## src/rtl/residual_feed_ctrl.sv

```systemverilog
// Residual add source sequencer: loads scales/shift, then streams paired
// words from SRAM A and B into the residual adder with element addresses.
module residual_feed_ctrl #(
    parameter int unsigned MAC_MULT_NUM    = 16,
    parameter int unsigned IDATA_WIDTH     = 8,
    parameter int unsigned SRAM_DEPTH      = 256,
    parameter int unsigned SRAM_RD_LATENCY = 2,
    parameter int unsigned SCALE_WIDTH     = 16,
    parameter int unsigned SHIFT_WIDTH     = 5,
    localparam int unsigned AW  = $clog2(SRAM_DEPTH),
    localparam int unsigned LW  = AW + 1,
    localparam int unsigned LGM = $clog2(MAC_MULT_NUM),
    localparam int unsigned OAW = AW + LGM,
    localparam int unsigned DW  = MAC_MULT_NUM * IDATA_WIDTH
) (
    input  logic                   clk,
    input  logic                   rst,
    input  logic                   start,
    input  logic [AW-1:0]          cfg_base_a,
    input  logic [AW-1:0]          cfg_base_b,
    input  logic [AW-1:0]          cfg_out_base,
    input  logic [LW-1:0]          cfg_len,
    input  logic [SCALE_WIDTH-1:0] cfg_scale_a,
    input  logic [SCALE_WIDTH-1:0] cfg_scale_b,
    input  logic [SHIFT_WIDTH-1:0] cfg_shift,
    input  logic                   rd_gnt,
    output logic                   sram_a_ren,
    output logic                   sram_b_ren,
    output logic [AW-1:0]          sram_a_raddr,
    output logic [AW-1:0]          sram_b_raddr,
    input  logic [DW-1:0]          sram_a_rdata,
    input  logic [DW-1:0]          sram_b_rdata,
    output logic                   scale_vld,
    output logic [SCALE_WIDTH-1:0] scale_a,
    output logic [SCALE_WIDTH-1:0] scale_b,
    output logic                   shift_vld,
    output logic [SHIFT_WIDTH-1:0] shift,
    output logic [DW-1:0]          out_data_a,
    output logic [DW-1:0]          out_data_b,
    output logic                   out_data_vld,
    output logic [OAW-1:0]         out_addr,
    output logic                   out_finish,
    output logic                   busy
);

    localparam int unsigned LAST = SRAM_RD_LATENCY - 1;

    typedef enum logic [1:0] {
        S_IDLE  = 2'd0,
        S_CFG   = 2'd1,
        S_ISSUE = 2'd2,
        S_DRAIN = 2'd3
    } state_t;

    state_t state;
    state_t next_state;

    logic [AW-1:0] out_base_q;
    logic [LW-1:0] len_q;
    logic [AW-1:0] idx;
    logic          accept;
    logic          last_idx;
    logic [AW-1:0] dst_word;

    logic [SRAM_RD_LATENCY-1:0] pipe_vld;
    logic [SRAM_RD_LATENCY-1:0] pipe_last;
    logic [AW-1:0]              pipe_idx [SRAM_RD_LATENCY];

    logic ren_d;
    logic busy_d;
    logic cfg_load_d;
    logic finish_d;

    assign accept   = sram_a_ren & rd_gnt;
    assign last_idx = (LW'(idx) == (len_q - LW'(1)));
    assign dst_word = out_base_q + pipe_idx[LAST];

    // State register
    always_ff @(posedge clk) begin
        if (rst) begin
            state <= S_IDLE;
        end else begin
            state <= next_state;
        end
    end

    // Next-state logic
    always_comb begin
        next_state = state;
        case (state)
            S_IDLE:  if (start) next_state = S_CFG;
            S_CFG:   next_state = (len_q == '0) ? S_DRAIN : S_ISSUE;
            S_ISSUE: if (accept && last_idx) next_state = S_DRAIN;
            S_DRAIN: if (out_finish) next_state = S_IDLE;
            default: next_state = S_IDLE;
        endcase
    end

    // Output decode; values are registered below so they line up with the state they describe
    always_comb begin
        ren_d      = 1'b0;
        busy_d     = 1'b0;
        cfg_load_d = 1'b0;
        finish_d   = 1'b0;
        ren_d      = (next_state == S_ISSUE);
        busy_d     = (next_state != S_IDLE);
        cfg_load_d = (state == S_IDLE) && (next_state == S_CFG);
        finish_d   = ((state == S_CFG) && (len_q == '0)) || (pipe_vld[LAST] && pipe_last[LAST]);
    end

    // Issue counters, return tag pipeline and registered outputs
    always_ff @(posedge clk) begin
        if (rst) begin
            sram_a_ren   <= 1'b0;
            sram_b_ren   <= 1'b0;
            sram_a_raddr <= '0;
            sram_b_raddr <= '0;
            scale_vld    <= 1'b0;
            scale_a      <= '0;
            scale_b      <= '0;
            shift_vld    <= 1'b0;
            shift        <= '0;
            out_data_a   <= '0;
            out_data_b   <= '0;
            out_data_vld <= 1'b0;
            out_addr     <= '0;
            out_finish   <= 1'b0;
            busy         <= 1'b0;
            out_base_q   <= '0;
            len_q        <= '0;
            idx          <= '0;
            pipe_vld     <= '0;
            pipe_last    <= '0;
            for (int unsigned i = 0; i < SRAM_RD_LATENCY; i++) begin
                pipe_idx[i] <= '0;
            end
        end else begin
            sram_a_ren <= ren_d;
            sram_b_ren <= ren_d;
            busy       <= busy_d;
            scale_vld  <= cfg_load_d;
            shift_vld  <= cfg_load_d;
            out_finish <= finish_d;

            if (cfg_load_d) begin
                scale_a      <= cfg_scale_a;
                scale_b      <= cfg_scale_b;
                shift        <= cfg_shift;
                sram_a_raddr <= cfg_base_a;
                sram_b_raddr <= cfg_base_b;
                out_base_q   <= cfg_out_base;
                len_q        <= cfg_len;
                idx          <= '0;
            end else if (accept) begin
                sram_a_raddr <= sram_a_raddr + AW'(1);
                sram_b_raddr <= sram_b_raddr + AW'(1);
                idx          <= idx + AW'(1);
            end

            // Tag rides alongside the SRAM access so data and address emerge together
            pipe_vld[0]  <= accept;
            pipe_last[0] <= accept & last_idx;
            pipe_idx[0]  <= idx;
            for (int unsigned i = 1; i < SRAM_RD_LATENCY; i++) begin
                pipe_vld[i]  <= pipe_vld[i-1];
                pipe_last[i] <= pipe_last[i-1];
                pipe_idx[i]  <= pipe_idx[i-1];
            end

            out_data_vld <= pipe_vld[LAST];
            if (pipe_vld[LAST]) begin
                out_data_a <= sram_a_rdata;
                out_data_b <= sram_b_rdata;
                out_addr   <= {dst_word, LGM'(0)};
            end
        end
    end

endmodule

```

## config.mk

```make
export PLATFORM = sky130hd
export DESIGN_NAME = residual_feed_ctrl
export DESIGN_NICKNAME = d
export VERILOG_FILES = /design/src/rtl/residual_feed_ctrl.sv
export SDC_FILE = /design/constraint.sdc
export NUM_CORES = 1
export LEC_CHECK = 0
export CAP_MARGIN = 20
export CORE_AREA = 2 2 253 255
export DETAILED_ROUTE_END_ITERATION = 12
export DIE_AREA = 0 0 255 257
export DONT_BUFFER_PORTS = 1
export GPL_TIMING_DRIVEN = 0
export HOLD_SLACK_MARGIN = 0.02
export SLEW_MARGIN = 20
export SYNTH_ARGS = -nofsm -noshare
export SYNTH_HDL_FRONTEND = slang
export SYNTH_SLANG_ARGS = --single-unit
```

## constraint.sdc

```tcl
create_clock -name clk -period 3.2 [get_ports clk]
set_input_delay 0.64 -clock clk [delete_from_list [all_inputs] [get_ports clk]]
set_output_delay 0.64 -clock clk [all_outputs]
set_load 0.05 [all_outputs]
```

==> flow_metrics.tcl, run 1 <==
set metrics [dict create \
    run_status "completed" \
    slew_viol_final 0 \
    layout.cells.non_filler 2316 \
    crit_path_cell_trace "and2_1 -> clkbuf_1 -> nand3_1 -> or4_1 -> or3_1 -> o32ai_2" \
    share_seq_of_total_power_pct 48.8 \
    drive_gt1_share_pct 5.673 \
    first_global_vias 9960 \
    slew_limit_headroom_pct 39.10 \
    mappedNetlistArea_sq_um 13620 \
    final.fill_count 6694 \
    post_cts_buffers 0 \
    routabilityCongestion 0.8608 \
    effective_utilization_at_floorplan_pct 21.70 \
    clk_latency_ns 0.56 \
    powerDensity_nw_per_um2 662.9 \
    combinational_power_share_pct 5.8 \
    crit_path_leading_delay_family "simple AND/OR/NAND/NOR gates" \
    setup_tns_ns 0 \
    hold_class "in -> reg" \
    drt-pass1-iter-count 5 \
    cts_tree "yes" \
    grt_overflow_total 0 \
    area.growth.synth_to_final_pct 18.26 \
    worst-setup-path-type "reg -> reg" \
    leakagePower_nw 5.414 \
    viasPerCell 4.322 \
    remaining_drc_errors 0 \
    fp.dieW_um 255 \
    post_synth_num_cell_types 53 \
    worst_clock_skew_ns 0.03175 \
    path_clk_slew_ns 0.06 \
    wirelength_um 46120 \
    async_flop_share_pct 0 \
    pin_count_of_the_biggest_net_entering_global_routing 14 \
    switching_share_pct 25.71 \
    share_clk_of_total_power_pct 45.5 \
    design.final.nets 1776 \
    antenna_found_initial 10 \
    grt-busiest-layer "met2" \
    clock_sink_count 369 \
    synth_seq_area_share_pct 54.25 \
    cts_max_level 2 \
    tightestPinTransition_ns 0.9135 \
    crit_arrival_ns 3.07 \
    post_synth_inst_count 1389 \
    use_met1_pct 13.42 \
    dpl.hpwl_um 36430 \
    placementRows 92 \
    root_buffer "sky130_fd_sc_hd__clkbuf_16" \
    ys_ff_latch 369 \
    cp_slowest_cell "sky130_fd_sc_hd__dfxtp_1" \
    internal-power_mw 7.929 \
    max_clock_freq_mhz 384.0 \
    final_period_utilization_pct 81.38 \
    gr-usage-met2_pct 23.71 \
    path_max_fanout 7 \
    route.detailed.wl_per_inst_um 19.91 \
    hold_viol 0 \
    final_antenna_net_count 0 \
    dieHeight_um 257 \
    numPlacedInstances 2238 \
    rsz0062_at_grt "false" \
    cts_max_path_buffers 3 \
    cts-buffers-inserted 40 \
    post-route-min-period_ns 2.604 \
    postSynthAreaPerCell_sq_um 9.802 \
    global_route.usage.total_pct 13.05 \
    vdd.ir_drop.worst_uv 376.3 \
    first_iter_violations 653 \
    synth_ff_type "sky130_fd_sc_hd__dfxtp_1" \
    fp.coreArea_sq_um 62740 \
    detailroute.via_count 10010 \
    synth-edff-count 0 \
    cts_hold_repair.buffers 0 \
    maxCapViolations 0 \
    boundaryPins 658 \
    critical-path-max-stage-delay_ns 0.74 \
    cts_resized 0 \
    worst-path-buf-inv 1 \
    use_met3_pct 4.643 \
    cp.required_ns 3.67 \
    portBuffers 0 \
    fp.dieArea_sq_um 65540 \
    power.switching_mw 2.744 \
    yosys_warnings 0 \
    final_setup_violation_count 0 \
    global_route_wire_length_before_repair_um 64250 \
    end_kind "flip-flop" \
    crit_path_start_kind "flip-flop" \
]
==> sequential cells by signal, indices dropped and copies added (netlist names), 2 cells and up <==
signal / count
state: 2
out_data_a: 128
pipe_last: 2
out_base_q: 8
pipe_idx: 16
scale_b: 16
scale_a: 16
out_addr: 8
shift: 5
sram_b_raddr: 8
idx: 8
pipe_vld: 2
out_data_b: 128
len_q: 9
sram_a_raddr: 8
==> cells in the final DEF (no fill, tap or decap), types with 17 or more instances in the layout <==
master                      count
sky130_fd_sc_hd__a21oi_1       60
sky130_fd_sc_hd__buf_1         24
sky130_fd_sc_hd__clkbuf_1      71
sky130_fd_sc_hd__clkbuf_16     42
sky130_fd_sc_hd__dfxtp_1      369
sky130_fd_sc_hd__mux2i_1      259
sky130_fd_sc_hd__nand2_1      131
sky130_fd_sc_hd__nor2_1       293
sky130_fd_sc_hd__nor2b_1       20
sky130_fd_sc_hd__xnor2_1       17
==> final timing paths <==
path                                      start               to  slack [ns]  cells past startpoint
worst min register to register   pipe_idx[0][7]  pipe_idx[0][15]        0.44                      1
worst max register to register       sram_b_ren         state[0]        0.60                      6
worst min-delay path            cfg_scale_a[14]      scale_a[14]        0.21                      2
worst max-delay path                 sram_b_ren         state[0]        0.60                      6
==> Yosys cell counts (2+ instances only) <==
cell	number	share of area, %
sky130_fd_sc_hd__or3b_2	2	0.13
sky130_fd_sc_hd__buf_4	6	0.33
sky130_fd_sc_hd__a211oi_1	15	0.83
sky130_fd_sc_hd__clkbuf_1	64	1.8
sky130_fd_sc_hd__a21o_1	3	0.17
sky130_fd_sc_hd__xor2_1	15	0.96
sky130_fd_sc_hd__or2_2	3	0.14
sky130_fd_sc_hd__and3_1	2	0.092
sky130_fd_sc_hd__inv_1	12	0.33
sky130_fd_sc_hd__dfxtp_1	369	54
sky130_fd_sc_hd__nor4b_1	2	0.13
sky130_fd_sc_hd__nand3b_1	2	0.11
sky130_fd_sc_hd__nand4_1	6	0.28
sky130_fd_sc_hd__nand3_1	9	0.33
sky130_fd_sc_hd__mux2i_1	259	19
sky130_fd_sc_hd__nand2_1	131	3.6
sky130_fd_sc_hd__o21ai_0	5	0.18
sky130_fd_sc_hd__ha_1	11	1.0
sky130_fd_sc_hd__or4_1	4	0.22
sky130_fd_sc_hd__xnor2_1	17	1.1
sky130_fd_sc_hd__o211ai_1	2	0.11
sky130_fd_sc_hd__clkbuf_8	2	0.20
sky130_fd_sc_hd__nor2_1	293	8.1
sky130_fd_sc_hd__a311oi_1	2	0.13
sky130_fd_sc_hd__and2_1	4	0.18
sky130_fd_sc_hd__nor3_1	11	0.40
sky130_fd_sc_hd__a31oi_1	2	0.092
sky130_fd_sc_hd__nor4_1	3	0.14
sky130_fd_sc_hd__nor2b_1	20	0.92
sky130_fd_sc_hd__o21a_1	3	0.17
sky130_fd_sc_hd__buf_1	25	0.69
sky130_fd_sc_hd__nor3b_1	2	0.11
sky130_fd_sc_hd__a21oi_1	60	2.2
sky130_fd_sc_hd__and4_1	4	0.26
==> power groups by stage <==
| stage | Combinational [mW] | Sequential (mW) | Clock, mW |
|---|---|---|---|
| after floorplan | 0.461 | 5.26 | 0 |
| after global placement | 0.604 | 5.30 | 0 |
| after detailed placement | 0.625 | 5.31 | 0 |
| after CTS | 0.626 | 5.21 | 5.00 |
| after global routing | 0.688 | 5.22 | 5.16 |
| final | 0.615 | 5.21 | 4.85 |
==> cells by family (layout without fill, tap and decap cells) <==
| group | after synthesis | count (layout) | synth area share (%) |
|---|---|---|---|
| xor+xnor | 32 | 32 | 2.058 |
| other cells | 1 | 11 | 0.02754 |
| mux | 259 | 259 | 19.04 |
| compound gates | 102 | 102 | 4.576 |
| simple gates | 503 | 503 | 15.45 |
| fa+ha+maj | 12 | 12 | 1.158 |
| flops | 369 | 369 | 54.25 |
| buf+inv | 111 | 182 | 3.437 |
==> per-stage QoR <==
stage | instance area, sq um | hold slack [ns] | power, mW | worst slack (ns) | util [%]
finish | 16100 | 0.2117 | 10.67 | 0.5959 | 25.67
global route | 16100 | 0.1762 | 11.07 | 0.4461 | 25.66
CTS | 16080 | 0.1640 | 10.83 | 0.5444 | 25.64
detailed placement | 14690 | 0.4269 | 5.930 | 0.00002265 | 23.41
global placement | 14690 | 0.4224 | 5.905 | -0.05180 | 23.41
floorplan | 13630 | 0.4138 | 5.718 | 0.9755 | -
==> metal layers <==
layer | part of all wire [%] | wire, um
met3 | 9.3 | 4279
met1 | 37 | 16870
met5 | 0.028 | 13
met4 | 3.0 | 1377
met2 | 51 | 23580
==> cell type report <==
class,count,area (sq um),area share [%]
flip-flops and latches,369,7387,45.88
inverters,12,45.04,0.2797
diodes,7,17.52,0.1088
plain buffers,99,426.7,2.650
clock inverters,12,200.2,1.243
well taps,846,1059,6.574
clock buffers,59,1195,7.421
multi-input cells,912,5772,35.85
(Power assumes the default switching activity.)
==> run 2: changes to the inputs <==
- clock period: 3.2 -> 2.5 ns (I/O delays scaled with it)
==> run 2 against run 1 <==
  * Utilization about the same
  * Register-to-register slack got worse by 0.50 ns
  * Global-route usage unchanged
  * Critical path type unchanged
==> flow_metrics.tcl, run 2 (synthesis results as in run 1) <==
set metrics [dict create \
    run_status "completed" \
    post-route-min-period_ns 2.403 \
    cp_slowest_cell "sky130_fd_sc_hd__or4_1" \
    final_setup_violation_count 0 \
    share_seq_of_total_power_pct 48.8 \
    path_clk_slew_ns 0.06 \
    path_max_fanout 6 \
    final_common_cell "sky130_fd_sc_hd__dfxtp_1" \
    r2r-start "len_q[1]" \
    detailroute.via_count 10040 \
    crit_start "len_q[1]" \
    cp.required_ns 2.95 \
    worst_clock_skew_ns 0.03148 \
    crit_path_cell_trace "inv_1 -> ha_1 -> or4b_1 -> clkbuf_2 -> or4_1 -> o311a_1 -> o21a_2 -> o31a_1" \
    cts_max_path_buffers 3 \
    final_period_utilization_pct 96.11 \
    effective_utilization_at_floorplan_pct 21.70 \
    boundaryPins 658 \
    fp.dieArea_sq_um 65540 \
    hold_class "in -> reg" \
    dieHeight_um 257 \
    combinational_power_share_pct 5.8 \
    drt-pass1-iter-count 5 \
    area.growth.synth_to_final_pct 18.43 \
    grt_overflow_total 0 \
    route.detailed.wl_per_inst_um 19.89 \
    clk_latency_ns 0.56 \
    antenna_found_initial 10 \
    root_buffer "sky130_fd_sc_hd__clkbuf_16" \
    storage_cell_area_sq_um 7390 \
    area_taken_by_multi_input_logic_gates_sq_um 5772 \
    rsz0062_at_grt "false" \
    slew_limit_headroom_pct 39.24 \
    dpl.hpwl_um 36430 \
    vdd.ir_drop.worst_uv 481.7 \
    layout_top_registers "out_data_a (128), out_data_b (128)" \
    layout.cells.most_common_list "367 x sky130_fd_sc_hd__dfxtp_1, 293 x sky130_fd_sc_hd__nor2_1, 259 x sky130_fd_sc_hd__mux2i_1, 131 x sky130_fd_sc_hd__nand2_1, 69 x sky130_fd_sc_hd__clkbuf_1" \
    leakagePower_nw 5.448 \
    endpoint "sram_b_ren" \
    worst-setup-path-type "reg -> reg" \
    r2r-end "sram_b_ren" \
    power.switching_mw 3.506 \
    final_antenna_net_count 0 \
    final.fill_count 6693 \
    cts_max_level 2 \
    post_cts_buffers 0 \
    slew_viol_final 0 \
    internal-power_mw 10.15 \
    first_global_vias 9960 \
    powerDensity_nw_per_um2 846.9 \
    crit_path_start_kind "flip-flop" \
    hold_viol 0 \
    clock_sink_count 369 \
    critical-path-max-stage-delay_ns 0.51 \
    global_route_wire_length_before_repair_um 64250 \
    share_clk_of_total_power_pct 45.4 \
    pin_count_of_the_biggest_net_entering_global_routing 14 \
    total_power_mw 13.66 \
    routabilityCongestion 0.8608 \
    wirelength_um 46080 \
    first_iter_violations 633 \
    cts-buffers-inserted 40 \
    fp.dieW_um 255 \
    rrSetupSlack_ns 0.1 \
    global_route.usage.total_pct 13.05 \
    cts_tree "yes" \
    max_clock_freq_mhz 416.2 \
    switching_share_pct 25.67 \
    placementRows 92 \
    viasPerCell 4.334 \
    remaining_drc_errors 0 \
    end_kind "flip-flop" \
    timing.hold.ws_ns 0.07236 \
    fp.coreArea_sq_um 62740 \
    portBuffers 0 \
    crit_arrival_ns 2.85 \
    maxCapViolations 0 \
    tightestPinTransition_ns 0.9114 \
    design.final.nets 1776 \
    r2r_cell_count 8 \
    drive_gt1_share_pct 6.494 \
]
-- run 2: how the worst min path moves through the flow --
stage	endpoint	startpoint	slack, ns	cells past startpoint
global route	scale_a[4]	cfg_scale_a[4]	0.04	2
detailed placement	pipe_idx[0][15]	pipe_idx[0][7]	0.43	1
floorplan	pipe_idx[0][10]	pipe_idx[0][2]	0.41	1
finish	scale_a[14]	cfg_scale_a[14]	0.07	2
CTS	scale_a[14]	cfg_scale_a[14]	0.02	2
global placement	pipe_idx[0][15]	pipe_idx[0][7]	0.42	1
-- run 2: routing by layer --
layer	GRT usage [%]	up-vias	wire, um
met5	0	-	13
met4	5.458	2	1382
met3	4.643	80	4306
met2	23.71	443	23600
met1	13.42	4811	16770
li1	-	4706	-
-- run 2: critical path, delay by kind of cell (launching register included) --
kind,cells,cell delay (ns)
AO/OA/AOI/OAI,3,0.53
AND/OR/NAND/NOR,2,1.00
buffers and inverters,2,0.24
flip-flops,1,0.35
adder cells (fa/ha/maj),1,0.18
-- run 2: per-stage QoR --
stage	TNS [ns]	cells	setup slack [ns]	utilization (%)	cell area [sq um]
floorplan	0	1392	0.2755	-	13630
global placement	-61.47	2238	-0.6118	23.41	14690
detailed placement	-59.98	2238	-0.5600	23.41	14690
CTS	0	2309	0.02612	25.65	16090
global route	0	2315	0.008298	25.70	16120
finish	0	2317	0.09716	25.70	16130
-- run 2: what timing repair did --
item,in CTS,in global routing
gates resized for setup,4,12
setup endpoints to repair,34,88
gates cloned,0,0
hold buffers,0,0
pin swaps,0,0
-- run 2: power by group through the flow --
stage,Combinational (mW),Clock (mW),Sequential (mW)
final,0.787,6.21,6.66
after detailed placement,0.799,0,6.79
after floorplan,0.590,0,6.73
after global routing,0.881,6.61,6.68
after CTS,0.801,6.40,6.66
after global placement,0.773,0,6.79
-- run 2: layout make-up --
type / count / area share, %
Buffer: 99 / 2.762
Clock inverter: 12 / 1.241
Tap cell: 846 / 6.564
Antenna cell: 8 / 0.1241
Clock buffer: 59 / 7.410
Multi-Input combinational cell: 912 / 35.79
Inverter: 12 / 0.2793
Sequential cell: 369 / 45.83
